## config.mk

```make
export PLATFORM = sky130hd
export DESIGN_NAME = sar_search
export DESIGN_NICKNAME = d
export VERILOG_FILES = /design/src/rtl/comparator_pkg.sv /design/src/rtl/sar_search.sv
export SDC_FILE = /design/constraint.sdc
export NUM_CORES = 1
export LEC_CHECK = 0
export BUFFER_PORTS_ARGS = -buffer_cell sky130_fd_sc_hd__buf_2
export CAP_MARGIN = 15
export CORE_AREA = 2 2 56 68
export CTS_BUF_LIST = sky130_fd_sc_hd__clkbuf_16
export CTS_CLUSTER_SIZE = 28
export DETAILED_ROUTE_END_ITERATION = 10
export DIE_AREA = 0 0 58 70
export PLACE_DENSITY = 0.69
export SYNTH_ARGS = -nofsm -noshare
export SYNTH_HDL_FRONTEND = slang
export SYNTH_SLANG_ARGS = --single-unit
```

## constraint.sdc

```tcl
create_clock -name clk -period 2.7 [get_ports clk]
set_clock_uncertainty 0.05 [all_clocks]
set_input_delay 0 -clock clk [delete_from_list [all_inputs] [get_ports clk]]
set_output_delay 0 -clock clk [all_outputs]
set_load 0.02 [all_outputs]
```

## src/rtl/comparator_pkg.sv

```systemverilog
// Shared definitions for the comparator and the successive-approximation
// search controller that drives it: default operand width and FSM states.
package comparator_pkg;

  localparam int CMP_WIDTH = 4;

  typedef enum logic [1:0] {
    IDLE  = 2'd0,
    PROBE = 2'd1,
    DONE  = 2'd2
  } state_t;

endpackage

```

## src/rtl/sar_search.sv

```systemverilog
// Successive-approximation search controller. Drives a registered probe
// onto a comparator and binary-searches the WIDTH-bit range for the value
// that makes the comparator report equality.
// Optional build macro: SAR_CHECK_EN -- when defined, a cycle in which the
// number of asserted comparator flags is not exactly one aborts the search
// with error=1. When undefined, flags are prioritised eq > gt > ls and
// "no flag" is treated as ls; error is tied to 0.
module sar_search
  import comparator_pkg::*;
#(
  parameter int WIDTH = CMP_WIDTH
) (
  input  logic                          clk,
  input  logic                          rst_n,
  input  logic                          start,
  input  logic                          eq,
  input  logic                          gt,
  input  logic                          ls,
  output logic [WIDTH-1:0]              probe,
  output logic                          busy,
  output logic                          done,
  output logic                          found,
  output logic [WIDTH-1:0]              result,
  output logic [$clog2(WIDTH+2)-1:0]    probe_cnt,
  output logic                          error
);

  localparam int CW = $clog2(WIDTH+2);
  // Bounds are one bit wider so lo can reach 2^WIDTH without wrapping.
  localparam int RW = WIDTH + 1;

  state_t          state, state_next;
  logic [RW-1:0]   lo, lo_next;
  logic [RW-1:0]   hi, hi_next;
  logic [WIDTH-1:0] probe_r, probe_next;
  logic [CW-1:0]   cnt, cnt_next;
  logic            found_r, found_next;
  logic [WIDTH-1:0] result_r, result_next;
  logic            error_r, error_next;

  logic [RW-1:0]   probe_ext;
  logic [RW-1:0]   mid_sum;
  logic            flag_fault;

  assign probe_ext = {1'b0, probe_r};

  // Flag-consistency check: exactly one of eq/gt/ls must be asserted.
`ifdef SAR_CHECK_EN
  logic [1:0] flag_cnt;
  assign flag_cnt   = {1'b0, eq} + {1'b0, gt} + {1'b0, ls};
  assign flag_fault = (flag_cnt != 2'd1);
`else
  assign flag_fault = 1'b0;
`endif

  // State and datapath registers; reset returns everything to idle zeros.
  always_ff @(posedge clk or negedge rst_n) begin
    if (!rst_n) begin
      state    <= IDLE;
      lo       <= '0;
      hi       <= '0;
      probe_r  <= '0;
      cnt      <= '0;
      found_r  <= 1'b0;
      result_r <= '0;
      error_r  <= 1'b0;
    end else begin
      state    <= state_next;
      lo       <= lo_next;
      hi       <= hi_next;
      probe_r  <= probe_next;
      cnt      <= cnt_next;
      found_r  <= found_next;
      result_r <= result_next;
      error_r  <= error_next;
    end
  end

  // Next-state logic: narrow [lo,hi] around the probe until eq or empty.
  always_comb begin
    state_next  = state;
    lo_next     = lo;
    hi_next     = hi;
    probe_next  = probe_r;
    cnt_next    = cnt;
    found_next  = found_r;
    result_next = result_r;
    error_next  = error_r;
    mid_sum     = '0;

    case (state)
      IDLE: begin
        if (start) begin
          lo_next     = '0;
          hi_next     = {1'b0, {WIDTH{1'b1}}};
          mid_sum     = {1'b0, {WIDTH{1'b1}}};
          probe_next  = mid_sum[WIDTH:1];
          cnt_next    = CW'(1);
          found_next  = 1'b0;
          result_next = '0;
          error_next  = 1'b0;
          state_next  = PROBE;
        end
      end

      PROBE: begin
        if (flag_fault) begin
          error_next = 1'b1;
          found_next = 1'b0;
          state_next = DONE;
        end else if (eq) begin
          result_next = probe_r;
          found_next  = 1'b1;
          state_next  = DONE;
        end else if (gt) begin
          // New hi = probe-1 falls below lo exactly when probe == lo
          // (the midpoint never lies below lo); this also covers probe 0.
          if (probe_ext == lo) begin
            found_next = 1'b0;
            state_next = DONE;
          end else begin
            hi_next    = probe_ext - RW'(1);
            mid_sum    = lo + hi_next;
            probe_next = mid_sum[WIDTH:1];
            cnt_next   = cnt + CW'(1);
          end
        end else begin
          // ls, or no flag at all when the check is disabled.
          if (probe_ext == hi) begin
            found_next = 1'b0;
            state_next = DONE;
          end else begin
            lo_next    = probe_ext + RW'(1);
            mid_sum    = lo_next + hi;
            probe_next = mid_sum[WIDTH:1];
            cnt_next   = cnt + CW'(1);
          end
        end
      end

      DONE: begin
        state_next = IDLE;
      end

      default: begin
        state_next = IDLE;
      end
    endcase
  end

  assign probe     = probe_r;
  assign busy      = (state != IDLE);
  assign done      = (state == DONE);
  assign found     = found_r;
  assign result    = result_r;
  assign probe_cnt = cnt;
`ifdef SAR_CHECK_EN
  assign error     = error_r;
`else
  assign error     = 1'b0;
`endif

endmodule

```

Word-level counts from Yosys, hierarchy flattened
Cells that the tools add are included.

Register bits: 24. Input bits: 6. Output and inout port bits: 15. Word-level logic and storage cells: 73.

Add/sub/neg operators: 5. Equal/unequal tests: 15. Mux-type cells: 37. Reductions and logical operators: 9.

Operator list (number): $mux 5 (8); $mux 4 (7); $pmux 5 s2 (2); $pmux 4 s2 (2); $mux 3 (5); $reduce_and 5->1 (3); $ne 2x2->1 const B (7); $add 5x5->5 (2); $eq 4x5->1 (2); $mux 2 (5); $ne 4x4->1 const B (2); $ne 3x3->1 const B (2); $pmux 3 s2 (1); $reduce_and 3->1 (2); $add 4x1->5 const B (1); $mux 1 (5); $sub 4x1->5 const B (1); $pmux 2 s2 (1); $reduce_and 4->1 (1); $reduce_bool 2->1 (2); $add 3x1->3 const B (1); $eq 2x1->1 const B (1); $eq 2x2->1 const B (1); $logic_not 2->1 (1); $pmux 1 s2 (1).

Longest topological paths before layout
Gate-level depths: netlist of the first run.

Word-level depth: 6. Depth in mapped cells: 10. Gate-level depth less buffers: 9.

Least setup slack after synthesis of the first run
Ideal clock, no wire load.

Kind: register -> register. Start point: reg probe_r[0] (netlist: probe[0]). End point: reg probe_r[3] (netlist: probe[3]). Setup time: 121 ps. Arrival: 2279 ps. Data required time: 2529 ps. Path slack: 250 ps. Cell stages (with the launch flop): 10. Buffers on the path: 0. Clock period less this slack: 2450 ps. Path through: dfrtp_1 > inv_1 > ha_1 > inv_1 > fa_1 > a21o_1 > a21oi_1 > xnor2_1 > mux2i_1 > a22o_1.

Cells in the longest elaborated chain, start to end: 6. Elaborated cells between the ends (all ways): 14. Classes of those cells: add/sub: 4; eq/ne: 4; mux: 5; reduce/logical: 1.

Ends and longest elaborated chain: start, declared (line sar_search.sv:35) `logic [WIDTH-1:0] probe_r, probe_next;`; start signal, assigned (line sar_search.sv:71) `probe_r <= probe_next;`; $add 4x1->5 or $sub 4x1->5 (tied branches) (line sar_search.sv:133, sar_search.sv:122); $add 5x5->5, on equally long branches (line sar_search.sv:134, sar_search.sv:123); $mux 4, on equally long branches (line sar_search.sv:129, sar_search.sv:118); $mux 4 (line sar_search.sv:115) `end else if (gt) begin`; $mux 4 (line sar_search.sv:111) `end else if (eq) begin`; $pmux 4 s2 (line sar_search.sv:91) `case (state)`.

Several ways; a longest one is shown, not always the timed one. The select of a mux whose other input is x is not followed. A chain may end at the register's enable or synchronous reset.

Worst setup path in the final report of the first run
Ends and elaborated chain as after synthesis.

==> reports/results.md, run 1 <==
### Run status
- **result of the run** complete, no violations

### Clock network
- **clk slew on worst S/H paths** 70 ps
- **maximum clock insertion buffer count** 2
- **depth of the CTS H-tree** 1
- **CTS root buf** sky130_fd_sc_hd__clkbuf_16
- **CTS Buf Count** 3
- **PostCTS Resize Cnt** 0
- **CTS sink count** 24
- **clock tree from TritonCTS** built
- **clock latency at the later pin of the worst-skew pair** 270 ps

### Setup path
- **largest fanout on the critical path** 5
- **cell with the biggest individual delay on the critical path** sky130_fd_sc_hd__fa_1
- **CP Data Arrival Time** 2500 ps
- **endpoint class of the critical path** flop
- **cell-by-cell trace of the critical path** inv_1 > ha_1 > inv_1 > fa_1 > a21o_1 > a21oi_1 > xnor2_1 > mux2i_1 > a22o_1
- **data required time of the worst path** 2810 ps
- **critical path's largest stage delay** 440 ps
- **Setup Crit Path Kind** flop to flop
- **flop2flop setup slack** 310 ps
- **launch point of the worst reg-to-reg path** probe[0]
- **Worst setup startpoint** probe[0]
- **Most Frequent Cell on Critical Path** sky130_fd_sc_hd__inv_1
- **startpoint class of the critical path** flop

### Timing
- **total negative slack for setup checks** 0 ps
- **Hold Violations, Final** 0
- **Relative slew margins** 64.6%
- **Final setup violation count** 0
- **setup repair after global routing missed its margin** no
- **worst-margin pin slew** 530 ps
- **final number of max-transition violations** 0
- **Max Clock Freq** 418 MHz
- **smallest hold slack** 10.4 ps
- **minimum clock period** 2390 ps
- **worst setup slack after layout** 307 ps
- **Final period util** 88.6%

### Floorplanning
- **Rows** 24
- **die width** 58 um
- **die area** 4060 um2
- **starting density of the core** 48.1%
- **area of the core** 3480 um2
- **# IOs** 21
- **DIE HEIGHT** 70 um

### Logic synthesis
- **post-synthesis simple-gate area fraction** 14.3%
- **synthesized netlist cell count** 165
- **Mapped Nets** 184
- **parity-gate share of the synthesized area counting xor and xnor cells** 10.3%
- **post-synthesis register bit count** 24
- **biggest area contributors in the synthesized netlist** sky130_fd_sc_hd__dfrtp_1 36%, sky130_fd_sc_hd__ha_1 8.2%, sky130_fd_sc_hd__xnor2_1 4.7%
- **count of cell types in the netlist** 44
- **area share of the largest cell type after synthesis** 35.9%
- **number of enable-type register cells in the synthesized netlist** 0
- **fraction of synthesized area in multiplexers** 4.33%
- **ys flop type** sky130_fd_sc_hd__dfrtp_1
- **sequential cell area fraction in the yosys report** 35.9%
- **post-synthesis adder-cell area fraction** 10.6%
- **compound-gate portion of the synthesized area** 16.8%
- **total standard cell area after synthesis** 1670 um2
- **Synth Warn #** 0
- **proportion of synthesized flip-flops having asynchronous set or reset** 100%
- **mean instance size in the synthesized netlist** 10.1 um2
- **cell taking the most area after synthesis** sky130_fd_sc_hd__dfrtp_1
- **dominant combinational cell family by area after synthesis** compound AO/OA/AOI/OAI gates

### Placed design
- **count of placed standard cells including taps** 216
- **Final GP Congestion** 0.879
- **# port buffers** 18
- **worst slack, placed** 307 ps
- **HPWL after detailed placement** 2.60 mm

### Hold path
- **Worst Hold Class** input port to flop
- **Worst Hold Launch** eq

### GRT
- **vias in the first global route** 1258
- **initial antenna violation count** 0
- **first-pass GRT wire length** 6.03 mm
- **GRT Overall Usage** 19.3%
- **Congestion Overflow GR** 0
- **largest net degree at the start of global routing** 25

### Pwr
- **Cell Pwr Density** 1170 nW/um2
- **largest voltage drop on the vdd net** 667 uV
- **Power, Total** 2.18 mW
- **leakage power** 0.879 nW

### Flow run
- **max capacitance violation total** 0

### Detailed routing
- **average wire per cell in the routed design** 15.7 um
- **violation count after the first detailed-route iteration** 54
- **antenna-violating nets left** 0
- **detailed-router iteration count before antenna repair** 4
- **Post-Route WL** 3.46 mm
- **number of design rule violations left after detail routing** 0
- **vias after detailed routing** 1189
- **DR vias/cell** 5.38

### Final layout
- **number of antenna repair diodes** 0
- **non-filler instance count after layout** 221
- **fraction of final layout cells sized beyond drive strength 1** 21.4%
- **number of nets at the end of the flow** 202
- **area overhead of the layout relative to synthesis** 11.7%

[final timing paths]
path	endpoint	depth (start not counted)
max	probe[3]	9
min	found	3
max reg2reg	probe[3]	9
min reg2reg	probe_cnt[0]	1
max in group asynchronous	hi[4]	2
min in group asynchronous	probe[1]	2
[logic make-up after synthesis]
family | Yosys count
buf+inv | 22
compound gates | 38
other cells | 1
mux | 7
simple gates | 42
flops | 24
fa+ha+maj | 13
xor+xnor | 18
[flip-flops by register name (all words and copies together), names as in the netlist]
signal / flops
hi: 5
lo: 5
probe: 4
result: 4
probe_cnt: 3
state: 2
found: 1
[worst max-delay path, delay by kind of cell (launching register included)]
family	cells	cell delay, ps
AOI/OAI and AO/OA	3	560
adders and majority gates	2	840
muxes	1	110
buffers and inverters	2	200
xor gates and xnor gates	1	160
DFF	1	350
[what timing repair did]
action                                 CTS  global route
buffers inserted                         0             0
endpoints found under the hold margin   24             0
hold buffers                             1             0
[power by group]
group | switching [mW] | leakage [nW] | internal, mW
combinational | 0.631 | 0.539 | 0.496
clock | 0.138 | 0.0511 | 0.295
sequential | 0.154 | 0.289 | 0.470
[per-layer routing]
layer	wire length, um	track usage (%)	vias to the layer above	share of wire, %
li1	-	-	588	-
met1	1560	25.2	577	45
met2	1740	32.2	19	50
met3	107	2.96	5	3.1
met4	53	6.46	0	1.5
met5	0	0	-	0
[cells in the final DEF (no fill, tap or decap), types with 3 or more instances in the layout]
| master | count |
|---|---|
| sky130_fd_sc_hd__a21o_1 | 5 |
| sky130_fd_sc_hd__xnor2_1 | 9 |
| sky130_fd_sc_hd__nor2b_1 | 4 |
| sky130_fd_sc_hd__ha_1 | 11 |
| sky130_fd_sc_hd__o21ai_0 | 8 |
| sky130_fd_sc_hd__nor2_1 | 9 |
| sky130_fd_sc_hd__a22o_1 | 6 |
| sky130_fd_sc_hd__dfrtp_1 | 24 |
| sky130_fd_sc_hd__xor2_1 | 7 |
| sky130_fd_sc_hd__inv_1 | 13 |
| sky130_fd_sc_hd__buf_2 | 18 |
| sky130_fd_sc_hd__nand2_1 | 12 |
| sky130_fd_sc_hd__nand2b_1 | 4 |
| sky130_fd_sc_hd__a21oi_1 | 7 |
| sky130_fd_sc_hd__clkbuf_16 | 3 |
| sky130_fd_sc_hd__mux2i_1 | 5 |
| sky130_fd_sc_hd__a2bb2oi_1 | 3 |
[through the flow]
step           util [%]  instance area, um2
2_1_floorplan         -                1670
3_5_place_dp       50.4                1760
6_report           53.7                1870
3_3_place_gp       50.4                1760
4_1_cts            53.7                1870
5_1_grt            53.7                1870
[final cells by class]
cell class	instances	area (um2)
inverter	14	53.8
timing repair buffer	21	115
clock buffer	3	75.1
tap	39	48.8
clock inverter	1	30.0
multi-input combinational	119	947
sequential	24	601
fill	300	1610
[cells in the mapped netlist (2+ instances only)]
cell	instances
sky130_fd_sc_hd__mux2i_1	5
sky130_fd_sc_hd__nand3_1	2
sky130_fd_sc_hd__nor2_1	9
sky130_fd_sc_hd__a22o_1	6
sky130_fd_sc_hd__xor2_2	2
sky130_fd_sc_hd__o21ai_0	8
sky130_fd_sc_hd__a21o_1	5
sky130_fd_sc_hd__xnor2_1	9
sky130_fd_sc_hd__a21oi_1	7
sky130_fd_sc_hd__nand2_1	12
sky130_fd_sc_hd__inv_1	13
sky130_fd_sc_hd__and2b_1	2
sky130_fd_sc_hd__buf_6	5
sky130_fd_sc_hd__a2bb2oi_1	3
sky130_fd_sc_hd__fa_1	2
sky130_fd_sc_hd__xor2_1	7
sky130_fd_sc_hd__dfrtp_1	24
sky130_fd_sc_hd__nand2b_1	4
sky130_fd_sc_hd__ha_1	11
sky130_fd_sc_hd__mux2_2	2
sky130_fd_sc_hd__nor2b_1	4
Note: power is estimated with default switching activity, not from simulation.
==> inputs of run 2 (changes only) <==
--- a/config.mk
+++ b/config.mk
@@ -13,6 +13,7 @@
 export DETAILED_ROUTE_END_ITERATION = 10
 export DIE_AREA = 0 0 58 70
 export PLACE_DENSITY = 0.69
+export RECOVER_POWER = 100
 export SYNTH_ARGS = -nofsm -noshare
 export SYNTH_HDL_FRONTEND = slang
 export SYNTH_SLANG_ARGS = --single-unit
==> run 2 against run 1 <==
Compared with the run above: clock power about the same; core utilization shrank 1.8 points; non-clock buffer count unchanged; clock-buffer cell count is the same; largest cell class unchanged; first-iteration DRC count is 1.9% higher; sequential share of layout area grew 1.1 points; setup slack got worse by 14 ps; cell count is the same; design area decreased by 3.3%; sequential power about the same; register-to-register slack is essentially flat; via count decreased by 0.42%.
==> reports/results.md, run 2 (synthesis gave the netlist of run 1 again) <==
### Detailed routing
- **average wire per cell in the routed design** 15.9 um
- **vias after detailed routing** 1184
- **number of design rule violations left after detail routing** 0
- **Post-Route WL** 3.51 mm
- **detailed-router iteration count before antenna repair** 4
- **violation count after the first detailed-route iteration** 55
- **DR vias/cell** 5.36
- **antenna-violating nets left** 0

### Timing
- **worst-margin pin slew** 1270 ps
- **Final setup violation count** 0
- **Final period util** 89.1%
- **worst setup slack after layout** 293 ps
- **smallest hold slack** 10.5 ps
- **final number of max-transition violations** 0
- **minimum clock period** 2410 ps
- **total negative slack for setup checks** 0 ps
- **Relative slew margins** 15.4%
- **Max Clock Freq** 416 MHz
- **Hold Violations, Final** 0
- **setup repair after global routing missed its margin** no

### Floorplanning
- **starting density of the core** 48.1%
- **DIE HEIGHT** 70 um
- **# IOs** 21
- **die area** 4060 um2
- **die width** 58 um
- **area of the core** 3480 um2
- **Rows** 24

### Setup path
- **flop2flop setup slack** 290 ps
- **Most Frequent Cell on Critical Path** sky130_fd_sc_hd__inv_1
- **startpoint class of the critical path** flop
- **critical path's largest stage delay** 440 ps
- **cell with the biggest individual delay on the critical path** sky130_fd_sc_hd__fa_1
- **cell family with most CP delay** adder cells
- **Setup Crit Path Kind** flop to flop
- **CP Data Arrival Time** 2510 ps
- **number of buffers and inverters on the critical path** 2
- **data required time of the worst path** 2810 ps
- **endpoint class of the critical path** flop
- **largest fanout on the critical path** 5
- **cell-by-cell trace of the critical path** inv_1 > ha_1 > inv_1 > fa_1 > a21o_1 > a21oi_1 > xnor2_1 > mux2i_1 > a22o_1

### Final layout
- **register area** 601 um2
- **area taken by multi-input logic gates** 903 um2
- **commonest cells after routing, fill and taps aside** 24 x sky130_fd_sc_hd__dfrtp_1, 15 x sky130_fd_sc_hd__clkbuf_1, 13 x sky130_fd_sc_hd__inv_1, 12 x sky130_fd_sc_hd__nand2_1, 11 x sky130_fd_sc_hd__ha_1
- **fill cell instance count of the final layout** 322
- **registers with the highest flip-flop counts** hi (5), lo (5)
- **design area** 1810 um2
- **number of nets at the end of the flow** 202
- **fraction of final layout cells sized beyond drive strength 1** 9.89%
- **non-filler instance count after layout** 221
- **Final Core Density** 51.9%
- **area overhead of the layout relative to synthesis** 8.00%
- **number of antenna repair diodes** 0
- **commonest non-fill, non-tap cell in the layout** sky130_fd_sc_hd__dfrtp_1

### GRT
- **GRT Overall Usage** 19.3%
- **vias in the first global route** 1258
- **Congestion Overflow GR** 0
- **first-pass GRT wire length** 6.03 mm
- **initial antenna violation count** 0
- **largest net degree at the start of global routing** 25

### Clock network
- **hold-fix buffer count after cts** 1
- **clk slew on worst S/H paths** 70 ps
- **CTS sink count** 24
- **PostCTS Resize Cnt** 0
- **depth of the CTS H-tree** 1
- **CTS Buf Count** 3
- **clock tree from TritonCTS** built
- **CTS root buf** sky130_fd_sc_hd__clkbuf_16
- **clock latency at the later pin of the worst-skew pair** 270 ps
- **maximum clock insertion buffer count** 2
- **Post CTS Setup Buffer Count** 0

### Placed design
- **Final GP Congestion** 0.879
- **worst slack, placed** 307 ps
- **HPWL after detailed placement** 2.60 mm
- **# port buffers** 18
- **count of placed standard cells including taps** 216
- **post-placement cell area** 1760 um2

### Run status
- **result of the run** complete, no violations

### Pwr
- **Cell Pwr Density** 1170 nW/um2
- **largest voltage drop on the vdd net** 607 uV
- **Power, Total** 2.11 mW
- **leakage power** 0.826 nW

### Hold path
- **Worst Hold Class** input port to flop

### Flow run
- **max capacitance violation total** 0

-- run 2: cell count changes in the layout (fill, tap and decap cells not counted), sizes merged --
cell | before | now
buf | 20 | 5
clkbuf | 3 | 18
-- run 2: area by class of cell --
class,instances,share of cell area [%]
Multi-Input combinational cell,119,50.0
Sequential cell,24,33.2
Timing Repair Buffer,21,5.33
Clock buffer,3,4.15
Inverter,14,2.98
Tap cell,39,2.70
Clock inverter,1,1.66
-- run 2: tightest hold or removal path, delay by kind of cell --
family                 cells  cell delay (ps)
AO/OA/AOI/OAI              2              160
buffers and inverters      1              140
-- run 2: where the power goes --
part	switching (mW)	internal, mW
clock network	0.138	0.295
registers	0.152	0.470
logic	0.599	0.458
total	0.888	1.22
-- run 2: path summary, 6_finish.rpt --
path                       depth (start not counted)          from           end
max                                                9      probe[0]      probe[3]
min                                                3            eq         found
max reg2reg                                        9      probe[0]      probe[3]
min reg2reg                                        1  probe_cnt[0]  probe_cnt[0]
max in group asynchronous                          2         rst_n         hi[4]
min in group asynchronous                          2         rst_n      probe[1]
-- run 2: routing by layer --
| metal | global-route usage (%) | share of wire, % | up-vias |
|---|---|---|---|
| met5 | 0 | 0 | - |
| met4 | 6.46 | 1.5 | 0 |
| met1 | 25.2 | 45 | 575 |
| met3 | 2.96 | 2.8 | 5 |
| met2 | 32.2 | 50 | 15 |
| li1 | - | - | 589 |
